--- config.mk ---
export PLATFORM = sky130hd
export DESIGN_NAME = pipeline_control
export DESIGN_NICKNAME = d
export VERILOG_FILES = /design/src/rtl/mips_ctrl_pkg.sv /design/src/rtl/pipeline_control_decode.sv /design/src/rtl/pipeline_control.sv
export SDC_FILE = /design/constraint.sdc
export NUM_CORES = 1
export LEC_CHECK = 0
export CAP_MARGIN = 20
export CORE_UTILIZATION = 48
export CTS_CLUSTER_DIAMETER = 40
export DETAILED_ROUTE_END_ITERATION = 8
export PLACE_DENSITY = 0.79
export SLEW_MARGIN = 20
export SYNTH_ARGS = -nofsm -noshare
export SYNTH_HDL_FRONTEND = slang
export SYNTH_SLANG_ARGS = --single-unit
--- constraint.sdc ---
create_clock -name clk_i -period 4 [get_ports clk_i]
set_clock_uncertainty 0.15 [all_clocks]
set_input_delay 1.2 -clock clk_i [delete_from_list [all_inputs] [get_ports clk_i]]
set_output_delay 1.2 -clock clk_i [all_outputs]
set_load 0.02 [all_outputs]
--- src/rtl/mips_ctrl_pkg.sv ---
// Shared opcode/ALU encodings, bundle field layout and decode flags for the pipelined control block.
package mips_ctrl_pkg;

   localparam logic [5:0] ADD_op  = 6'h20;
   localparam logic [5:0] SUB_op  = 6'h22;
   localparam logic [5:0] MUL_op  = 6'h18;
   localparam logic [5:0] AND_op  = 6'h24;
   localparam logic [5:0] OR_op   = 6'h25;
   localparam logic [5:0] ADDI_op = 6'h08;
   localparam logic [5:0] LW_op   = 6'h23;
   localparam logic [5:0] SW_op   = 6'h2B;
   localparam logic [5:0] J_op    = 6'h02;
   localparam logic [5:0] BEQ_op  = 6'h04;

   // ALU codes are nonzero so a real instruction is distinguishable from a bubble in EX.
   localparam logic [2:0] ADD_alu = 3'd1;
   localparam logic [2:0] SUB_alu = 3'd2;
   localparam logic [2:0] MUL_alu = 3'd3;
   localparam logic [2:0] AND_alu = 3'd4;
   localparam logic [2:0] OR_alu  = 3'd5;

   localparam int MEM_W      = 2;
   localparam int WB_W       = 2;
   localparam int MEM_CS_BIT = 1;
   localparam int MEM_WE_BIT = 0;
   localparam int WB_MUX_BIT = 1;
   localparam int WB_WE_BIT  = 0;

   typedef struct packed {
      logic illegal;
      logic reads_rt;
      logic is_load;
      logic is_mul;
   } dec_flags_t;

endpackage

--- src/rtl/pipeline_control_decode.sv ---
// Combinational opcode decoder: EX/MEM/WB bundles plus hazard-relevant flags.
module control_decode
   import mips_ctrl_pkg::*;
#(
   parameter int OP_W    = 6,
   parameter int ALUOP_W = 3
) (
   input  logic [OP_W-1:0]    op_i,
   output logic [ALUOP_W+1:0] ex_o,
   output logic [MEM_W-1:0]   mem_o,
   output logic [WB_W-1:0]    wb_o,
   output dec_flags_t         flags_o
);

   logic               r_type;
   logic [ALUOP_W-1:0] r_alu;

   always_comb begin
      r_type = 1'b1;
      r_alu  = '0;
      case (op_i)
         OP_W'(ADD_op): r_alu = ALUOP_W'(ADD_alu);
         OP_W'(SUB_op): r_alu = ALUOP_W'(SUB_alu);
         OP_W'(MUL_op): r_alu = ALUOP_W'(MUL_alu);
         OP_W'(AND_op): r_alu = ALUOP_W'(AND_alu);
         OP_W'(OR_op):  r_alu = ALUOP_W'(OR_alu);
         default:       r_type = 1'b0;
      endcase
   end

   always_comb begin
      ex_o    = '0;
      mem_o   = '0;
      wb_o    = '0;
      flags_o = '0;
      if (r_type) begin
         ex_o                = {r_alu, 1'b0, 1'b1};
         wb_o[WB_MUX_BIT]    = 1'b1;
         wb_o[WB_WE_BIT]     = 1'b1;
         flags_o.reads_rt    = 1'b1;
         flags_o.is_mul      = (op_i == OP_W'(MUL_op));
      end else begin
         case (op_i)
            OP_W'(ADDI_op): begin
               ex_o             = {ALUOP_W'(ADD_alu), 1'b1, 1'b0};
               wb_o[WB_MUX_BIT] = 1'b1;
               wb_o[WB_WE_BIT]  = 1'b1;
            end
            OP_W'(LW_op): begin
               ex_o               = {ALUOP_W'(ADD_alu), 1'b1, 1'b0};
               mem_o[MEM_CS_BIT]  = 1'b1;
               wb_o[WB_WE_BIT]    = 1'b1;
               flags_o.is_load    = 1'b1;
            end
            OP_W'(SW_op): begin
               ex_o               = {ALUOP_W'(ADD_alu), 1'b1, 1'b0};
               mem_o[MEM_CS_BIT]  = 1'b1;
               mem_o[MEM_WE_BIT]  = 1'b1;
               flags_o.reads_rt   = 1'b1;
            end
            OP_W'(J_op):   ;
            OP_W'(BEQ_op): flags_o.reads_rt = 1'b1;
            default:       flags_o.illegal  = 1'b1;
         endcase
      end
   end

endmodule

--- src/rtl/pipeline_control.sv ---
// Pipelined control: ID/EX, EX/MEM, MEM/WB control registers (1/2/3-cycle latency), load-use and MUL stalls,
// jump/branch redirect. Front end is held through pc_we_o/ifid_we_o; MUL stall outranks load-use outranks redirect.
module pipeline_control
   import mips_ctrl_pkg::*;
#(
   parameter int OP_W       = 6,
   parameter int ALUOP_W    = 3,
   parameter int REG_AW     = 5,
   parameter int MUL_CYCLES = 3
) (
   input  logic                 clk_i,
   input  logic                 rst_i,
   input  logic [OP_W-1:0]      op_i,
   input  logic [REG_AW-1:0]    id_rs_i,
   input  logic [REG_AW-1:0]    id_rt_i,
   input  logic                 is_equal_i,
   output logic [1:0]           PC_ctrl_o,
   output logic                 pc_we_o,
   output logic                 ifid_we_o,
   output logic                 ifid_flush_o,
   output logic [ALUOP_W+1:0]   EX_ctrl_o,
   output logic [MEM_W-1:0]     MEM_ctrl_o,
   output logic [WB_W-1:0]      WB_ctrl_o,
   output logic                 illegal_o
);

   localparam int EX_W  = ALUOP_W + 2;
   localparam int CNT_W = (MUL_CYCLES > 1) ? $clog2(MUL_CYCLES) : 1;

   logic [EX_W-1:0]  dec_ex;
   logic [MEM_W-1:0] dec_mem;
   logic [WB_W-1:0]  dec_wb;
   dec_flags_t       dec_flags;

   control_decode #(.OP_W(OP_W), .ALUOP_W(ALUOP_W)) u_decode (
      .op_i    (op_i),
      .ex_o    (dec_ex),
      .mem_o   (dec_mem),
      .wb_o    (dec_wb),
      .flags_o (dec_flags)
   );

   logic [EX_W-1:0]   idex_ex_q,   idex_ex_d;
   logic [MEM_W-1:0]  idex_mem_q,  idex_mem_d;
   logic [WB_W-1:0]   idex_wb_q,   idex_wb_d;
   logic [REG_AW-1:0] idex_rt_q,   idex_rt_d;
   logic              idex_load_q, idex_load_d;
   logic              idex_mul_q,  idex_mul_d;
   logic [MEM_W-1:0]  exmem_mem_q, exmem_mem_d;
   logic [WB_W-1:0]   exmem_wb_q,  exmem_wb_d;
   logic [WB_W-1:0]   memwb_wb_q,  memwb_wb_d;
   logic [CNT_W-1:0]  mul_cnt_q,   mul_cnt_d;
   logic              illegal_q,   illegal_d;

   logic mul_stall, lu_stall, advance;

   always_comb begin
      mul_stall = (mul_cnt_q != '0) && idex_mul_q;
      lu_stall  = idex_load_q && (idex_rt_q != '0) &&
                  ((idex_rt_q == id_rs_i) || (dec_flags.reads_rt && (idex_rt_q == id_rt_i)));
      advance   = !rst_i && !mul_stall && !lu_stall;

      // A branch seen during a stall is simply re-evaluated once ID is released.
      PC_ctrl_o = 2'b00;
      if (advance) begin
         if (op_i == OP_W'(J_op))
            PC_ctrl_o = 2'b10;
         else if ((op_i == OP_W'(BEQ_op)) && is_equal_i)
            PC_ctrl_o = 2'b11;
      end
      pc_we_o      = advance;
      ifid_we_o    = advance;
      ifid_flush_o = rst_i || PC_ctrl_o[1];
   end

   always_comb begin
      idex_ex_d   = dec_ex;
      idex_mem_d  = dec_mem;
      idex_wb_d   = dec_wb;
      idex_rt_d   = id_rt_i;
      idex_load_d = dec_flags.is_load;
      idex_mul_d  = dec_flags.is_mul;
      exmem_mem_d = idex_mem_q;
      exmem_wb_d  = idex_wb_q;
      memwb_wb_d  = exmem_wb_q;
      mul_cnt_d   = '0;
      illegal_d   = dec_flags.illegal;
      if (mul_stall) begin
         idex_ex_d   = idex_ex_q;
         idex_mem_d  = idex_mem_q;
         idex_wb_d   = idex_wb_q;
         idex_rt_d   = idex_rt_q;
         idex_load_d = idex_load_q;
         idex_mul_d  = idex_mul_q;
         exmem_mem_d = '0;
         exmem_wb_d  = '0;
         mul_cnt_d   = mul_cnt_q - CNT_W'(1);
         illegal_d   = 1'b0;
      end else if (lu_stall) begin
         idex_ex_d   = '0;
         idex_mem_d  = '0;
         idex_wb_d   = '0;
         idex_rt_d   = '0;
         idex_load_d = 1'b0;
         idex_mul_d  = 1'b0;
         illegal_d   = 1'b0;
      end else if (dec_flags.is_mul) begin
         mul_cnt_d   = CNT_W'(MUL_CYCLES - 1);
      end
   end

   always_ff @(posedge clk_i) begin
      if (rst_i) begin
         idex_ex_q   <= '0;
         idex_mem_q  <= '0;
         idex_wb_q   <= '0;
         idex_rt_q   <= '0;
         idex_load_q <= 1'b0;
         idex_mul_q  <= 1'b0;
         exmem_mem_q <= '0;
         exmem_wb_q  <= '0;
         memwb_wb_q  <= '0;
         mul_cnt_q   <= '0;
         illegal_q   <= 1'b0;
      end else begin
         idex_ex_q   <= idex_ex_d;
         idex_mem_q  <= idex_mem_d;
         idex_wb_q   <= idex_wb_d;
         idex_rt_q   <= idex_rt_d;
         idex_load_q <= idex_load_d;
         idex_mul_q  <= idex_mul_d;
         exmem_mem_q <= exmem_mem_d;
         exmem_wb_q  <= exmem_wb_d;
         memwb_wb_q  <= memwb_wb_d;
         mul_cnt_q   <= mul_cnt_d;
         illegal_q   <= illegal_d;
      end
   end

   assign EX_ctrl_o  = idex_ex_q;
   assign MEM_ctrl_o = exmem_mem_q;
   assign WB_ctrl_o  = memwb_wb_q;
   assign illegal_o  = illegal_q;

endmodule

==> results of run 1 <==
-- per-stage QoR --
step | power [mW] | instance area, µm² | worst slack, ps
2_1_floorplan | 0.312 | 1330 | 6.35
3_3_place_gp | 0.359 | 1820 | -674
3_5_place_dp | 0.362 | 1820 | -752
4_1_cts | 0.470 | 1850 | 4.25
5_1_grt | 0.490 | 1830 | -0.376
6_report | 0.465 | 1830 | 60.7
-- flip-flops by register name (all words and copies together) (netlist names) --
name         cells
EX_ctrl_o        5
WB_ctrl_o        2
idex_mul_q       1
idex_rt_q        5
exmem_wb_q       2
MEM_ctrl_o       2
idex_mem_q       2
idex_load_q      1
illegal_o        1
mul_cnt_q        2
idex_wb_q        2
-- cells in the final DEF (no fill, tap or decap), types with 4 or more instances in the layout --
master	netlist	routed
buf_4	2	30
dfxtp_1	25	25
clkdlybuf4s50_1	0	14
nand2_1	13	13
nor2_1	13	12
a32o_1	10	10
nor3_1	7	7
xnor2_1	7	7
o21ai_0	7	7
buf_2	0	7
nand3_1	6	6
a21oi_1	6	6
and2_1	6	6
clkbuf_2	0	5
inv_1	4	4
nor2b_1	4	4
-- worst max path at each step --
| stage | end | slack, ps | depth (start not counted) |
|---|---|---|---|
| 2_1_floorplan | pc_we_o | 6 | 7 |
| 3_3_place_gp | ifid_flush_o | -670 | 7 |
| 3_5_place_dp | pc_we_o | -750 | 7 |
| 4_1_cts | pc_we_o | 4 | 7 |
| 5_1_grt | ifid_flush_o | -0.4 | 7 |
| 6_report | ifid_flush_o | 60 | 7 |
-- routing by layer --
layer | track usage [%] | vias up
met5 | 0 | -
met4 | 11.1 | 0
met1 | 28.9 | 606
li1 | - | 656
met3 | 2.22 | 4
met2 | 39.8 | 33
-- layout make-up --
type / count / share of cell area (%)
clock inverters: 1 / 0.410
flip-flops and latches: 25 / 27.4
multi-input cells: 113 / 40.7
clock buffers: 3 / 1.23
repair buffers: 63 / 27.4
inverters: 4 / 0.821
well taps: 30 / 2.05
-- power by group --
part           switching (mW)  total, mW  internal, mW
clock                  0.0745      0.113        0.0381
sequential            0.00479      0.260         0.255
combinational          0.0435     0.0926        0.0491
-- cell families (layout without fill, tap and decap cells) --
family                     count (synthesis)  in the layout  synth area share, %
adders and majority gates                  2              2                 1.70
buffers and inverters                     13             71                 6.89
and+or+nand+nor                           63             63                 25.7
AOI/OAI and AO/OA                         38             38                 21.4
DFF                                       25             25                 37.7
xor gates and xnor gates                  10             10                 6.60
-- timing repair --
action	in CTS	in global routing
resized for setup	39	18
endpoints found under the hold margin	0	0
setup buffers	3	1
hold buffers	0	0
setup endpoints to repair	5	5
pin swaps	5	10
-- worst max-delay path, cell delays in order --
cell      delay (ps)
buf_2            140
and4bb_1         310
o21ai_2           70
a311o_1          360
a21oi_4          230
o21bai_1         110
buf_4            160
==> summary.txt, run 1 <==
Routing
  – Drt first pass iters: 4
  – Metal3 WL: 148 µm
  – DRC Markers: 0
  – Routed Antenna Nets: 0
  – Drt total wl: 3290 µm
  – Metal2 WL: 1660 µm
  – DRT met1 WL: 1440 µm
  – WL/cell: 13.8 µm
  – Via count: 1299
  – Vias/cell: 5.44
  – Highest metal used: met4
  – Starting DRT DRC Count: 23

Global route
  – Initial antenna violation count: 0
  – Total grt overflow: 0
  – First-pass GRT wire length: 4890 µm
  – Gr usage total: 23.2%
  – Largest net degree at the start of global routing: 16
  – Vias in the first global route: 1115

Synthesis
  – Async SR Flop Fraction: 0%
  – Syn_area_per_cell: 8.78 µm²
  – EDFF count, synth: 0
  – Number of unique standard cell types used by synthesis: 41
  – #FFs+latches synth: 25
  – Top cell type by total area after synthesis: dfxtp_1
  – Area share of the largest cell type after synthesis: 37.7%
  – Register area share after synthesis: 37.7%
  – Cells after Synth: 151
  – Synth top cells by count: 25 x dfxtp_1, 13 x nand2_1, 13 x nor2_1
  – Yosys warning count: 0
  – Synthesized Nets: 171
  – Most common cell in the netlist: dfxtp_1
  – Ranking of synthesized cells by area: dfxtp_1 38%, a32o_1 7.5%, xnor2_1 4.6%
  – Post-Syn Area: 1330 µm²
  – Main synth FF type: dfxtp_1

Outcome
  – Status: finished, final reports clean

CTS
  – H-tree Lvls: 1
  – # clock sinks: 25
  – CTS tree: built
  – CTS clk-pin slew, worst paths: 140 ps
  – CTS Root Cell: clkbuf_4
  – CTS Buf Count: 3
  – Deepest clock path buffer count: 2
  – Later-pin clock latency in the skew report: 310 ps

Final layout
  – # nets final: 230
  – Area of the multi-input gates: 744 µm²
  – Layout cell share with drive strength beyond 1: 25.8%
  – Fin util: 71.9%
  – Area taken by flip-flops and latches: 500 µm²
  – Antenna fix cells: 0
  – Layout area overhead: 37.9%
  – Fill count: 204
  – Post-route insts no fill: 239

Pwr
  – Lkg Pwr: 0.776 nW
  – Peak supply drop: 188 µV
  – Power per cell area: 254 nW/µm²

Setup path
  – RR Endpoint: idex_rt_q[3]
  – WP data required: 2650 ps
  – Worst Path Max Fanout: 7
  – Setup slack, reg-to-reg: 1920 ps
  – Crit. End Element: output pin
  – Worst Path Arrival: 2590 ps
  – Reg2reg start: idex_rt_q[0]
  – CP startpoint: op_i[5]
  – WS Path Type: in2out
  – Critical path launch point type: primary input
  – Reg2reg path depth: 6

Floorplanning
  – Die Y: 54.6 µm
  – Die width: 54.6 µm
  – Initial Utilization: 52.1%
  – Core Rows: 18
  – IO Pins: 34
  – Core area: 2540 µm²
  – Die area: 2980 µm²

STA
  – Crit path time final: 3940 ps
  – Worst hold margin: 286 ps
  – Worst Tran Pin Value: 384 ps
  – Max-slew violation count: 0
  – Setup TNS: 0 ps
  – Post-route clock period utilization: 98.5%
  – Max Freq: 254 MHz
  – Final Hold Viols: 0
  – Setup Viol. Count Final: 0
  – Slew headroom: 74.3%

Placed design
  – Post-DP HPWL: 2610 µm
  – PortBufs: 33
  – RePlAce Congestion: 0.929
  – Placed Cells: 231

Min path
  – Hold path startpoint: mul_cnt_q[0]
  – Hold EP: mul_cnt_q[0]
  – Hold WC Path Type: reg2reg
  – Cells on Worst Hold Path: 1

Run
  – Maxcap violations: 0
Power figures use the tool's default switching activity.
==> run 2: changes to the inputs <==
--- a/config.mk
+++ b/config.mk
@@ -10,7 +10,6 @@
 export CTS_CLUSTER_DIAMETER = 40
 export DETAILED_ROUTE_END_ITERATION = 8
 export PLACE_DENSITY = 0.79
-export SLEW_MARGIN = 20
 export SYNTH_ARGS = -nofsm -noshare
 export SYNTH_HDL_FRONTEND = slang
 export SYNTH_SLANG_ARGS = --single-unit
==> results of run 2 <==
The final DEF is identical to that of run 1; final timing and power are the same.
==> run 3: changes to the inputs <==
--- a/config.mk
+++ b/config.mk
@@ -6,10 +6,11 @@
 export NUM_CORES = 1
 export LEC_CHECK = 0
 export CAP_MARGIN = 20
-export CORE_UTILIZATION = 48
+export CORE_UTILIZATION = 25
 export CTS_CLUSTER_DIAMETER = 40
 export DETAILED_ROUTE_END_ITERATION = 8
-export PLACE_DENSITY = 0.79
+export HOLD_SLACK_MARGIN = 0.06
+export SLEW_MARGIN = 10
 export SYNTH_ARGS = -nofsm -noshare
 export SYNTH_HDL_FRONTEND = slang
 export SYNTH_SLANG_ARGS = --single-unit
==> run 3 against run 2 <==
  * Die area increased by 88%
  * Sequential share of layout area decreased by 0.78 points
  * Clock power increased by 31%
  * Utilization decreased by 35 points
  * Fmax increased by 1.6%
  * Cell count increased by 15%
  * Critical path type unchanged
  * Largest power group unchanged
==> summary.txt, run 3 (synthesis results as in run 1) <==
Global route
  – Vias in the first global route: 1198 (+7.4%)
  – First-pass GRT wire length: 5420 µm (+11%)
  – Total grt overflow: 0 (unchanged)
  – Initial antenna violation count: 0 (unchanged)
  – Largest net degree at the start of global routing: 16 (unchanged)
  – Gr usage total: 12.6% (-11 points)

Routing
  – Vias/cell: 4.58 (-16%)
  – Drt first pass iters: 4 (unchanged)
  – Routed Antenna Nets: 0 (unchanged)
  – WL/cell: 11.7 µm (-15%)
  – Starting DRT DRC Count: 35 (+52%)
  – Via count: 1265 (-2.6%)
  – DRC Markers: 0 (unchanged)
  – Drt total wl: 3220 µm (-2.2%)

Floorplanning
  – Core area: 5110 µm² (+100%)
  – IO Pins: 34 (unchanged)
  – Core Rows: 26 (+8)
  – Initial Utilization: 26.0% (-26 points)
  – Die Y: 74.8 µm (+37%)
  – Die width: 74.8 µm (+37%)
  – Die area: 5600 µm² (+88%)

Pwr
  – Power per cell area: 265 nW/µm² (+4.3%)
  – Clock power frac: 29.6% (+5.4 points)
  – Power, Total: 0.499 mW (+7.4%)
  – Sw Ratio: 24.7% (-1.7 points)
  – Peak supply drop: 112 µV (-40%)
  – Switching power: 0.124 mW (+0.62%)
  – Seq pwr share: 52.0% (-3.9 points)
  – Internal power: 0.376 mW (+9.8%)
  – Lkg Pwr: 0.772 nW (-0.59%)
  – Logic gate share of total power: 18.3% (-1.6 points)

STA
  – Worst hold margin: 288 ps (+2.04 ps)
  – Final Hold Viols: 0 (unchanged)
  – Setup Viol. Count Final: 0 (unchanged)
  – Worst Tran Pin Value: 323 ps (-61.4 ps)
  – Max Freq: 258 MHz (+1.6%)
  – RSZ-0062 raised after global routing: no
  – Slew headroom: 78.5% (+4.2 points)
  – Crit path time final: 3880 ps (-61.9 ps)
  – Max-slew violation count: 0 (unchanged)
  – Post-route clock period utilization: 96.9% (-1.5 points)

CTS
  – Later-pin clock latency in the skew report: 260 ps (-50 ps)
  – CTS tree: built
  – Deepest clock path buffer count: 2 (unchanged)
  – H-tree Lvls: 1 (unchanged)
  – CTS clk-pin slew, worst paths: 80 ps (-60 ps)
  – CTS Buf Count: 3 (unchanged)
  – # clock sinks: 25 (unchanged)
  – CTS Root Cell: clkbuf_8

Setup path
  – Crit-path cells: clkbuf_2, and4bb_1, o21ai_2, a311o_1, a21oi_4, o21bai_1, buf_4
  – Worst-path cell with the longest stage delay: a311o_1
  – Slowest Stage Delay on Critical Path: 370 ps (about the same)
  – Crit. End Element: output pin
  – WP data required: 2650 ps (about the same)
  – Buf/Inv on CP: 2 (unchanged)
  – Top cell family by delay on the critical path: compound AO/OA/AOI/OAI gates
  – Worst Path Arrival: 2530 ps (-60 ps)
  – WS Path Type: in2out
  – Worst Path Max Fanout: 5 (-2)
  – Critical path launch point type: primary input

Placed design
  – RePlAce Congestion: 0.854 (-8.1%)
  – Post-DP HPWL: 2500 µm (-4.5%)
  – DP Area: 1860 µm² (+1.9%)
  – PortBufs: 33 (unchanged)

Final layout
  – Antenna fix cells: 0 (unchanged)
  – # nets final: 227 (-1.3%)
  – Layout cell share with drive strength beyond 1: 24.3% (-1.6 points)
  – Fin util: 36.9% (-35 points)
  – Commonest non-fill, non-tap cells in the layout: 25 x dfxtp_1, 25 x buf_4, 14 x clkdlybuf4s50_1, 13 x nor2_1, 13 x nand2_1
  – Finished Cell Area: 1880 µm² (+2.9%)
  – Layout area overhead: 42.0%

Run
  – Maxcap violations: 0 (unchanged)

Min path
  – Hold WC Path Type: reg2reg

Outcome
  – Status: finished, final reports clean
[run 3: changes by cell type in the layout (fill, tap and decap cells not counted), sizes merged]
cell      change
clkinvlp      -1
clkbuf        +1
buf           -3
[run 3: power by group through the flow]
stage / registers (mW) / clock network, mW / logic [mW]
floorplan: 0.267 / 0 / 0.0450
detailed placement: 0.266 / 0 / 0.0951
global placement: 0.266 / 0 / 0.0947
CTS: 0.260 / 0.150 / 0.0923
finish: 0.260 / 0.148 / 0.0915
global route: 0.261 / 0.161 / 0.101
[run 3: per-layer routing]
layer / track usage (%) / vias up / share of wire (%)
li1: - / 655 / -
met1: 16.5 / 585 / 47
met2: 20.8 / 20 / 48
met3: 1.87 / 5 / 2.5
met4: 5.03 / 0 / 1.7
met5: 0 / - / 0
[run 3: final cells by class]
type / instances / area [µm²]
sequential: 25 / 500
tap: 70 / 87.6
inverter: 4 / 15.0
clock buffer: 4 / 45.0
multi-input combinational: 113 / 742
timing repair buffer: 60 / 493
fill: 558 / 3220
[run 3: path summary, 6_finish.rpt]
kind,cells past startpoint,slack (ps),from,end
worst max register to register,6,1950,idex_rt_q[1],idex_rt_q[2]
worst min-delay path,1,290,mul_cnt_q[0],mul_cnt_q[0]
worst max-delay path,7,120,op_i[1],ifid_flush_o
worst min register to register,1,290,mul_cnt_q[0],mul_cnt_q[0]
[run 3: through the flow]
stage	cells	setup TNS (ps)	setup WS [ps]
2_1_floorplan	151	0	6.35
3_3_place_gp	269	-3220	-660
3_5_place_dp	269	-3370	-695
4_1_cts	276	0	3.17
5_1_grt	276	0	2.68
6_report	276	0	123
[run 3: timing repair]
item                                    in CTS  in global routing
buffers inserted                             3                  0
hold buffers                                 0                  0
pin swaps                                    8                 12
endpoints found under the setup margin       5                  5
gates resized for setup                     39                 22
[run 3: worst register-to-register path: cells and delay by family, from the launching register on]
family,cells,cell delay [ps]
flip-flops,1,410
AND/OR/NAND/NOR,1,110
buffers and inverters,1,160
XOR/XNOR,1,140
AO/OA/AOI/OAI,3,970
